==> src/rtl/muldiv_pkg.sv <==
// Shared encodings for the RV32M issue/writeback controller.
package muldiv_pkg;

  localparam logic [6:0] OPCODE_OP     = 7'b0110011;
  localparam logic [6:0] FUNCT7_MULDIV = 7'b0000001;

  localparam logic [2:0] F3_MUL    = 3'b000;
  localparam logic [2:0] F3_MULH   = 3'b001;
  localparam logic [2:0] F3_MULHSU = 3'b010;
  localparam logic [2:0] F3_MULHU  = 3'b011;
  localparam logic [2:0] F3_DIV    = 3'b100;
  localparam logic [2:0] F3_DIVU   = 3'b101;
  localparam logic [2:0] F3_REM    = 3'b110;
  localparam logic [2:0] F3_REMU   = 3'b111;

  typedef enum logic [1:0] {
    S_IDLE  = 2'd0,
    S_ISSUE = 2'd1,
    S_WAIT  = 2'd2,
    S_WB    = 2'd3
  } issue_state_e;

endpackage

==> src/rtl/muldiv_issue_ctrl.sv <==
// EX-stage issue/writeback controller for the RV32M multiply/divide unit.
//
// state   | meaning
// --------+----------------------------------------------------------
// S_IDLE  | no op in flight; accepts an M-op from EX
// S_ISSUE | md_req high until the unit reports ready
// S_WAIT  | unit busy; watchdog running; flush marks the op killed
// S_WB    | result held on the writeback port until granted
module muldiv_issue_ctrl
  import muldiv_pkg::*;
#(
  parameter int DATA_WIDTH     = 32,
  parameter int TIMEOUT_CYCLES = 64
) (
  input  logic                  clk,
  input  logic                  rst_n,
  input  logic                  ex_valid,
  input  logic [6:0]            ex_opcode,
  input  logic [2:0]            ex_funct3,
  input  logic [6:0]            ex_funct7,
  input  logic [4:0]            ex_rd,
  input  logic [DATA_WIDTH-1:0] ex_rs1_val,
  input  logic [DATA_WIDTH-1:0] ex_rs2_val,
  input  logic                  flush,
  output logic                  ex_stall,
  output logic                  md_req,
  output logic [2:0]            md_funct3,
  output logic                  md_funct7_bit5,
  output logic [DATA_WIDTH-1:0] md_operand_a,
  output logic [DATA_WIDTH-1:0] md_operand_b,
  input  logic                  md_ready,
  input  logic                  md_valid,
  input  logic [DATA_WIDTH-1:0] md_result,
  output logic                  wb_valid,
  output logic [4:0]            wb_rd,
  output logic [DATA_WIDTH-1:0] wb_data,
  input  logic                  wb_ready,
  output logic                  timeout_err,
  output logic [31:0]           perf_mop_count,
  output logic [31:0]           perf_stall_count
);

  localparam int WDOG_W = 8;

  issue_state_e          state_q, state_d;
  logic [DATA_WIDTH-1:0] op_a_q, op_a_d, op_b_q, op_b_d;
  logic [DATA_WIDTH-1:0] wb_data_q, wb_data_d;
  logic [2:0]            funct3_q, funct3_d;
  logic [4:0]            rd_q, rd_d;
  logic                  killed_q, killed_d;
  logic [WDOG_W-1:0]     wdog_q, wdog_d;
  logic [31:0]           mop_cnt_q, mop_cnt_d, stall_cnt_q, stall_cnt_d;
  logic                  is_m_op, done, kill_now;

  assign is_m_op = ex_valid & (ex_opcode == OPCODE_OP) & (ex_funct7 == FUNCT7_MULDIV);

  // Next-state, handshake outputs, watchdog and counters.
  always_comb begin
    state_d     = state_q;
    op_a_d      = op_a_q;
    op_b_d      = op_b_q;
    funct3_d    = funct3_q;
    rd_d        = rd_q;
    wb_data_d   = wb_data_q;
    killed_d    = killed_q;
    wdog_d      = wdog_q;
    md_req      = 1'b0;
    wb_valid    = 1'b0;
    timeout_err = 1'b0;
    done        = 1'b0;
    // A flush in the same cycle as md_valid kills the result as well.
    kill_now    = killed_q | flush;

    case (state_q)
      S_IDLE: begin
        killed_d = 1'b0;
        if (is_m_op && !flush) begin
          op_a_d   = ex_rs1_val;
          op_b_d   = ex_rs2_val;
          funct3_d = ex_funct3;
          rd_d     = ex_rd;
          state_d  = S_ISSUE;
        end
      end
      S_ISSUE: begin
        md_req = 1'b1;
        if (flush) begin
          state_d = S_IDLE;
        end else if (md_ready) begin
          wdog_d  = WDOG_W'(TIMEOUT_CYCLES - 1);
          state_d = S_WAIT;
        end
      end
      S_WAIT: begin
        killed_d = kill_now;
        if (md_valid) begin
          killed_d = 1'b0;
          if (kill_now || rd_q == 5'd0) begin
            done    = ~kill_now;
            state_d = S_IDLE;
          end else begin
            wb_data_d = md_result;
            state_d   = S_WB;
          end
        end else if (wdog_q == '0) begin
          timeout_err = 1'b1;
          killed_d    = 1'b0;
          state_d     = S_IDLE;
        end else begin
          wdog_d = wdog_q - 1'b1;
        end
      end
      S_WB: begin
        // Never present a result the pipeline is discarding this cycle.
        wb_valid = ~flush;
        if (flush) begin
          state_d = S_IDLE;
        end else if (wb_ready) begin
          done    = 1'b1;
          state_d = S_IDLE;
        end
      end
      default: state_d = S_IDLE;
    endcase

    ex_stall    = rst_n & is_m_op & ~flush & ~done;
    mop_cnt_d   = mop_cnt_q + {31'd0, done};
    stall_cnt_d = stall_cnt_q + {31'd0, ex_stall};
  end

  // State and datapath registers.
  always_ff @(posedge clk or negedge rst_n) begin
    if (!rst_n) begin
      state_q     <= S_IDLE;
      op_a_q      <= '0;
      op_b_q      <= '0;
      funct3_q    <= '0;
      rd_q        <= '0;
      wb_data_q   <= '0;
      killed_q    <= 1'b0;
      wdog_q      <= '0;
      mop_cnt_q   <= '0;
      stall_cnt_q <= '0;
    end else begin
      state_q     <= state_d;
      op_a_q      <= op_a_d;
      op_b_q      <= op_b_d;
      funct3_q    <= funct3_d;
      rd_q        <= rd_d;
      wb_data_q   <= wb_data_d;
      killed_q    <= killed_d;
      wdog_q      <= wdog_d;
      mop_cnt_q   <= mop_cnt_d;
      stall_cnt_q <= stall_cnt_d;
    end
  end

  assign md_funct3        = funct3_q;
  assign md_funct7_bit5   = 1'b0;
  assign md_operand_a     = op_a_q;
  assign md_operand_b     = op_b_q;
  assign wb_rd            = rd_q;
  assign wb_data          = wb_data_q;
  assign perf_mop_count   = mop_cnt_q;
  assign perf_stall_count = stall_cnt_q;

endmodule

==> config.mk <==
export PLATFORM = sky130hd
export DESIGN_NAME = muldiv_issue_ctrl
export DESIGN_NICKNAME = d
export VERILOG_FILES = /design/src/rtl/muldiv_pkg.sv /design/src/rtl/muldiv_issue_ctrl.sv
export SDC_FILE = /design/constraint.sdc
export NUM_CORES = 1
export LEC_CHECK = 0
export BUFFER_PORTS_ARGS = -buffer_cell sky130_fd_sc_hd__buf_2
export CORE_ASPECT_RATIO = 0.6
export CORE_UTILIZATION = 50
export CTS_BUF_LIST = sky130_fd_sc_hd__clkbuf_4
export CTS_CLUSTER_SIZE = 40
export DETAILED_ROUTE_END_ITERATION = 10
export GPL_TIMING_DRIVEN = 0
export PLACE_DENSITY = 0.78
export SYNTH_ARGS = -nofsm -noshare
export SYNTH_HDL_FRONTEND = slang
export SYNTH_SLANG_ARGS = --single-unit
export TNS_END_PERCENT = 1
==> constraint.sdc <==
create_clock -name clk -period 3.3 [get_ports clk]
set_input_delay 0.99 -clock clk [delete_from_list [all_inputs] [get_ports clk]]
set_output_delay 0.99 -clock clk [all_outputs]
set_load 0.02 [all_outputs]
==> results of run 1 <==
[layer usage]
metal | track usage, % | vias to the layer above | share of wire [%]
li1 | - | 2641 | -
met1 | 36.14 | 2789 | 48
met2 | 36.79 | 173 | 45
met3 | 5.446 | 13 | 5.8
met4 | 5.934 | 0 | 0.68
met5 | 0 | - | 0
[logic make-up after synthesis]
kind of cell | Yosys count
flops | 179
simple gates | 160
mux | 107
xor+xnor | 62
buf+inv | 23
compound gates | 16
fa+ha+maj | 6
other cells | 1
[through the flow]
| stage | util, % | cell area, um2 | worst slack [ns] |
|---|---|---|---|
| 3_5_place_dp | 63.68 | 9291 | -0.7569 |
| 3_3_place_gp | 63.42 | 9254 | -2.977 |
| 6_report | 66.22 | 9663 | 0.07982 |
| 2_1_floorplan | - | 7525 | 0.02113 |
| 4_1_cts | 65.94 | 9622 | -0.1074 |
| 5_1_grt | 66.22 | 9663 | -0.04229 |
[how the worst max path moves through the flow]
stage | start | end | slack (ns) | depth (start not counted)
floorplan | ex_opcode[3] | perf_stall_count[20]$_DFF_PN0_ | 0.02 | 10
global placement | rst_n | perf_stall_count[30]$_DFF_PN0_ | -2.98 | 9
detailed placement | rst_n | perf_stall_count[30]$_DFF_PN0_ | -0.76 | 10
CTS | wb_rd[4]$_DFFE_PN0P_ | ex_stall | -0.11 | 5
global route | wb_rd[0]$_DFFE_PN0P_ | ex_stall | -0.04 | 5
finish | wb_rd[0]$_DFFE_PN0P_ | ex_stall | 0.08 | 5
[cells in the mapped netlist, types with 4 or more instances]
library cell	number
nand3_1	31
ha_1	6
nor3_1	6
nor2_1	17
nand2_1	22
mux2_2	74
mux2_1	30
xnor2_1	41
and4_1	10
dfrtp_1	179
nand2b_1	5
nor4_1	12
xor2_1	21
buf_4	8
and3_1	11
nand4_1	24
inv_1	7
and2_1	4
[area by class of cell]
| class | count | area, um2 | area share (%) |
|---|---|---|---|
| inverters | 7 | 26.28 | 0.2719 |
| clock buffers | 18 | 135.1 | 1.398 |
| plain buffers | 16 | 117.6 | 1.217 |
| flip-flops and latches | 179 | 4479 | 46.36 |
| multi-input cells | 352 | 2949 | 30.52 |
| well taps | 198 | 247.7 | 2.564 |
| repair buffers | 302 | 1587 | 16.42 |
| clock inverters | 14 | 121.4 | 1.256 |
[state kept, by name (all words and copies together) (netlist names)]
signal and count:
killed_q 1, md_funct3 3, md_operand_a 32, md_operand_b 32, perf_mop_count 32, perf_stall_count 32
state_q 2, wb_data 32, wb_rd 5, wdog_q 8
[where the power goes]
part / internal [mW] / switching, mW / total, mW / leakage (nW)
registers: 2.22 / 0.0121 / 2.23 / 2.46
clock network: 0.338 / 0.817 / 1.16 / 0.141
logic: 0.0910 / 0.111 / 0.202 / 2.80
total: 2.64 / 0.940 / 3.58 / 5.40
[what timing repair did]
| action | in CTS | in global routing |
|---|---|---|
| setup endpoints to repair | 18 | 17 |
| gates resized for setup | 4 | 4 |
| pin swaps | 2 | 2 |
| buffers inserted | 2 | 2 |
| gates cloned | 1 | 0 |
==> reports/metrics.yaml, run 1 <==
status:
  outcome: "finished clean"
power_and_ir_drop:
  p_leak_nw: 5.399
  p_per_area_mw_per_mm2: 370.9
  power_mw: 3.584
  ir_drop_v: 0.0002333
critical_path:
  crit_fanout: 3
  path_cells: "nor4_4 -> or4b_4 -> a21oi_4 -> nor2_1 -> buf_2"
  crit_family: "simple AND/OR/NAND/NOR gates"
  r2r-end: "perf_mop_count[30]$_DFF_PN0_"
  crit_arrival_ns: 2.23
  ff2ff_path_depth: 10
  r2r_start: "wb_rd[0]$_DFFE_PN0P_"
  crit_buf_inv: 1
  start_kind: "flip-flop"
  critPathSlowestCell: "or4b_4"
  reg2reg_slack_ns: 0.24
  slowest_delay_ns: 0.51
  cp.required_ns: 2.31
  critical_path_class: "flip-flop to output pin"
  endpoint_kind: "output pin"
drt:
  vias: 5616
  wire_per_inst_um: 16.85
  vias_per_cell: 5.171
  ant_nets: 0
  drt_iter0_drc: 297
  routed_wirelength_um: 18300
  drc: 0
  drtPass1Iterations: 4
floorplanning:
  die_h_um: 97.00
  die-width_um: 160.3
  pin_count: 298
  core_area_mm2: 0.01459
  die_area_mm2: 0.01555
  rows: 34
  start_util_pct: 51.53
synthesis:
  yosys.area_share.simple_pct: 12.41
  synth_area_mm2: 0.007520
  synth_xor_area_share_pct: 7.221
  synth_top_area_cell: "dfrtp_1"
  synth_compound_area_share_pct: 1.864
  synth_warnings: 0
  ys_types: 50
  dominantRegCellSynth: "dfrtp_1"
  synthArstFlopShare_pct: 100.0
  synth_top_cell_area_share_pct: 59.57
  seq_area_frac_synth_pct: 59.57
  syn_nets: 685
  syn_inst: 554
  synth_edf_count: 0
  synth_area_leaders: "dfrtp_1, mux2_2, xnor2_1"
  synthMuxAreaShare_pct: 15.97
  synth_top_family_by_area: "multiplexers"
  yosys.area_share.adder_pct: 0.9983
  avgSynthCellArea_um2: 13.57
  synth.ff_latch_count: 179
place:
  gp_congestion: 0.8134
  dp.final_hpwl_um: 13690
  dp.cells: 1049
  io_buffers: 296
clock_tree:
  cts-root-buf: "clkbuf_4"
  clk_latency_ns: 0.54
  cts.htree.levels: 4
  clockBufferDepth: 2
  cts.sinks: 179
  worst_setup_hold_path_clk_slew_ns: 0.17
  ctsHoldBuffers: 0
  cts_tree: "yes"
  cts_made_buffers: 17
timing:
  relSlewSlack_pct: 38.20
  skew_ns: 0.03177
  fin_tns_setup_ns: 0
  fmax_ghz: 0.3105
  min_period_ns: 3.220
  rsz0062_at_grt: "true"
  worst_slew_pin_slew_ns: 0.9193
  final_hold_viol_count: 0
  maxSlewViolCount: 0
  fin_hold_ws_ns: 0.2950
  setup_viol_count_final: 0
  finalCritPeriodShare_pct: 97.58
final_layout:
  final_common_cell: "buf_2"
  final_cells: 1086
  num-nets-final: 1006
  layout-drive-gt1-share_pct: 48.87
  diodes: 0
  syn2layout_area_growth_pct: 28.50
  n_fill_cell: 1164
  mostFrequentLayoutCells: "buf_2, dfrtp_1, mux2_2"
global_route:
  grt_max_degree: 62
  grt_pass1_wl_um: 29770
  grt_pass1_vias: 5521
  grt.overflow.total: 0
  gr-usage-all-layers_pct: 24.48
  antenna_found_initial: 0
job:
  maxCapViolCount: 0
min_path:
  hold_path.class: "primary input to asynchronous set/reset pin"
(Power assumes the default switching activity.)
==> inputs of run 2 (changes only) <==
--- a/config.mk
+++ b/config.mk
@@ -5,14 +5,15 @@
 export SDC_FILE = /design/constraint.sdc
 export NUM_CORES = 1
 export LEC_CHECK = 0
-export BUFFER_PORTS_ARGS = -buffer_cell sky130_fd_sc_hd__buf_2
+export ABC_AREA = 1
+export BUFFER_PORTS_ARGS = -buffer_cell sky130_fd_sc_hd__clkbuf_2
 export CORE_ASPECT_RATIO = 0.6
-export CORE_UTILIZATION = 50
+export CORE_UTILIZATION = 52
 export CTS_BUF_LIST = sky130_fd_sc_hd__clkbuf_4
 export CTS_CLUSTER_SIZE = 40
 export DETAILED_ROUTE_END_ITERATION = 10
 export GPL_TIMING_DRIVEN = 0
-export PLACE_DENSITY = 0.78
+export PLACE_DENSITY = 0.79
 export SYNTH_ARGS = -nofsm -noshare
 export SYNTH_HDL_FRONTEND = slang
 export SYNTH_SLANG_ARGS = --single-unit
==> reports/metrics.yaml, run 2 <==
status:
  outcome: "finished clean"
final_layout:
  final_common_cell: "nand2_1"
  n_fill_cell: 1354
  final_cells: 1553
  mostFrequentLayoutCells: "nand2_1, clkbuf_2, dfrtp_1"
  num-nets-final: 1468
  syn2layout_area_growth_pct: 25.27
  layout-drive-gt1-share_pct: 26.74
  design_area_mm2: 0.01038
  diodes: 0
clock_tree:
  cts.htree.levels: 4
  cts_made_buffers: 17
  cts-root-buf: "clkbuf_4"
  clk_latency_ns: 0.55
  cts_setup_buffers: 0
  cts_tree: "yes"
  cts.sinks: 179
  worst_setup_hold_path_clk_slew_ns: 0.17
  clockBufferDepth: 2
drt:
  ant_nets: 0
  wire_per_inst_um: 14.81
  drt_iter0_drc: 516
  routed_wirelength_um: 23000
  drtPass1Iterations: 5
  vias_per_cell: 4.950
  drc: 0
  vias: 7688
synthesis:
  seq_area_frac_synth_pct: 54.05
  dominantRegCellSynth: "dfrtp_1"
  synthArstFlopShare_pct: 100.0
  synth_edf_count: 0
  synth_area_mm2: 0.008288
  syn_nets: 1150
  synth_warnings: 0
  avgSynthCellArea_um2: 8.133
  ys_types: 29
  synth_top_cell_area_share_pct: 54.05
  synth_area_leaders: "dfrtp_1, nand2_1, inv_1"
  syn_inst: 1019
  synth.ff_latch_count: 179
  synth.most_common_cell: "nand2_1"
  synthTopCellsByCount: "nand2_1, dfrtp_1, inv_1"
  synth_top_area_cell: "dfrtp_1"
global_route:
  grt.overflow.total: 0
  antenna_found_initial: 2
  gr-usage-all-layers_pct: 28.56
  grt_max_degree: 86
  grt_pass1_vias: 7044
  grt_pass1_wl_um: 36050
timing:
  skew_ns: 0.03631
  fmax_ghz: 0.3162
  relSlewSlack_pct: 57.44
  finalCritPeriodShare_pct: 95.84
  setup_viol_count_final: 0
  min_period_ns: 3.163
  worst_slew_pin_slew_ns: 0.6335
  maxSlewViolCount: 0
  final_hold_viol_count: 0
  rsz0062_at_grt: "false"
place:
  dp.cells: 1519
  dp.final_hpwl_um: 17630
  gp_congestion: 0.9256
  place_area_mm2: 0.01006
  io_buffers: 296
floorplanning:
  core_area_mm2: 0.01546
  die-width_um: 165.0
  start_util_pct: 53.61
  pin_count: 298
  die_h_um: 99.79
  die_area_mm2: 0.01646
  rows: 35
critical_path:
  start_kind: "primary input"
  crit_arrival_ns: 2.17
  crit_fanout: 8
  critical_path_class: "primary input to output pin"
  cp.required_ns: 2.31
  endpoint_kind: "output pin"
power_and_ir_drop:
  seqPwrFrac_pct: 57.0
  p_per_area_mw_per_mm2: 393.4
  p_switching_mw: 1.279
  power_mw: 4.085
  p_sw_share_pct: 31.31
  power.internal_mw: 2.806
  power_frac_comb_pct: 13.7
  ir_drop_v: 0.0002715
  p_leak_nw: 5.896
  power_frac_clock_pct: 29.3
min_path:
  hold_path.class: "primary input to asynchronous set/reset pin"
job:
  maxCapViolCount: 0
## run 2: cell types whose count changed in the layout (fill, tap and decap cells not counted), moves of 14 or more
cell / change
mux2_2: -74
nand2_1: +326
inv_1: +119
nor3_1: +14
buf_2: -295
nand4_1: -20
mux2_1: -30
o21ai_1: +16
clkbuf_2: +294
nand3_1: +29
nor2_1: +80
xnor2_1: -33
o21ai_0: +64
## run 2: logic make-up (layout without fill, tap and decap cells)
kind of cell,count (synthesis),count (layout),synth area share (%)
buffers and inverters,154,485,7.926
other,1,1,0.04525
adders and majority gates,6,6,0.9058
DFF,179,179,54.05
AOI/OAI and AO/OA,86,86,5.254
and+or+nand+nor,556,556,27.91
xor gates and xnor gates,37,37,3.910
## run 2: routing by layer
layer	routed length, um	global-route usage, %	share of wire, %	vias up
li1	-	-	-	3784
met1	10920	42.48	47	3576
met2	10020	41.97	44	287
met3	1635	6.322	7.1	37
met4	399	8.186	1.7	4
met5	23	0	0.10	-
## run 2: cell type report
type / count / area [um2] / share of cell area, %
buffer: 26 / 176.4 / 1.699
clock buffer: 17 / 127.6 / 1.229
clock inverter: 15 / 140.1 / 1.350
inverter: 128 / 480.5 / 4.628
multi-input combinational: 686 / 3152 / 30.36
sequential: 179 / 4479 / 43.14
tap: 203 / 254.0 / 2.446
timing repair buffer: 299 / 1573 / 15.15
## run 2: metrics by stage
stage	setup TNS (ns)	utilization, %	hold slack [ns]	setup WS, ns
3_5_place_dp	-11.88	65.07	0.4586	-0.8202
4_1_cts	0	67.09	0.3239	0.02251
6_report	0	67.16	0.3196	0.1373
5_1_grt	0	67.16	0.2832	0.03625
3_3_place_gp	-454.98	64.84	0.4550	-3.268
2_1_floorplan	0	-	0.4449	0.2139
## run 2: timing repair
item                                    in CTS  in global routing
cloned                                       1                  1
endpoints found under the setup margin       8                  6
pin swaps                                    0                  0
gates resized for setup                      1                  0
hold buffers                                 0                  0
## run 2: critical path, cell delays in order
cell	delay (ns)
clkbuf_2	0.11
or2_2	0.36
nor2_8	0.21
nand3_1	0.12
nand2_1	0.13
nor2_1	0.09
clkbuf_2	0.16
## run 2: worst paths after layout
path                                                  end  slack, ns                   start  depth (start not counted)
setup / recovery                                 ex_stall       0.14                   flush                          7
hold / removal             perf_stall_count[23]$_DFF_PN0_       0.32                   rst_n                          1
setup reg to reg           perf_stall_count[30]$_DFF_PN0_       0.39  state_q[1]$_DFFE_PN0P_                         14
hold reg to reg                     wdog_q[0]$_DFFE_PN0P_       0.48   wdog_q[0]$_DFFE_PN0P_                          1
max in group asynchronous     md_operand_a[3]$_DFFE_PN0P_       2.30                   rst_n                          2
min in group clk                    wdog_q[0]$_DFFE_PN0P_       0.48   wdog_q[0]$_DFFE_PN0P_                          1
## run 2: power groups by stage
| stage | sequential [mW] | combinational (mW) | clock [mW] |
|---|---|---|---|
| 5_1_grt | 2.34 | 0.642 | 1.30 |
| 4_1_cts | 2.33 | 0.560 | 1.23 |
| 3_3_place_gp | 2.37 | 0.526 | 0 |
| 3_5_place_dp | 2.37 | 0.550 | 0 |
| 2_1_floorplan | 2.38 | 0.307 | 0 |
| 6_report | 2.33 | 0.560 | 1.20 |
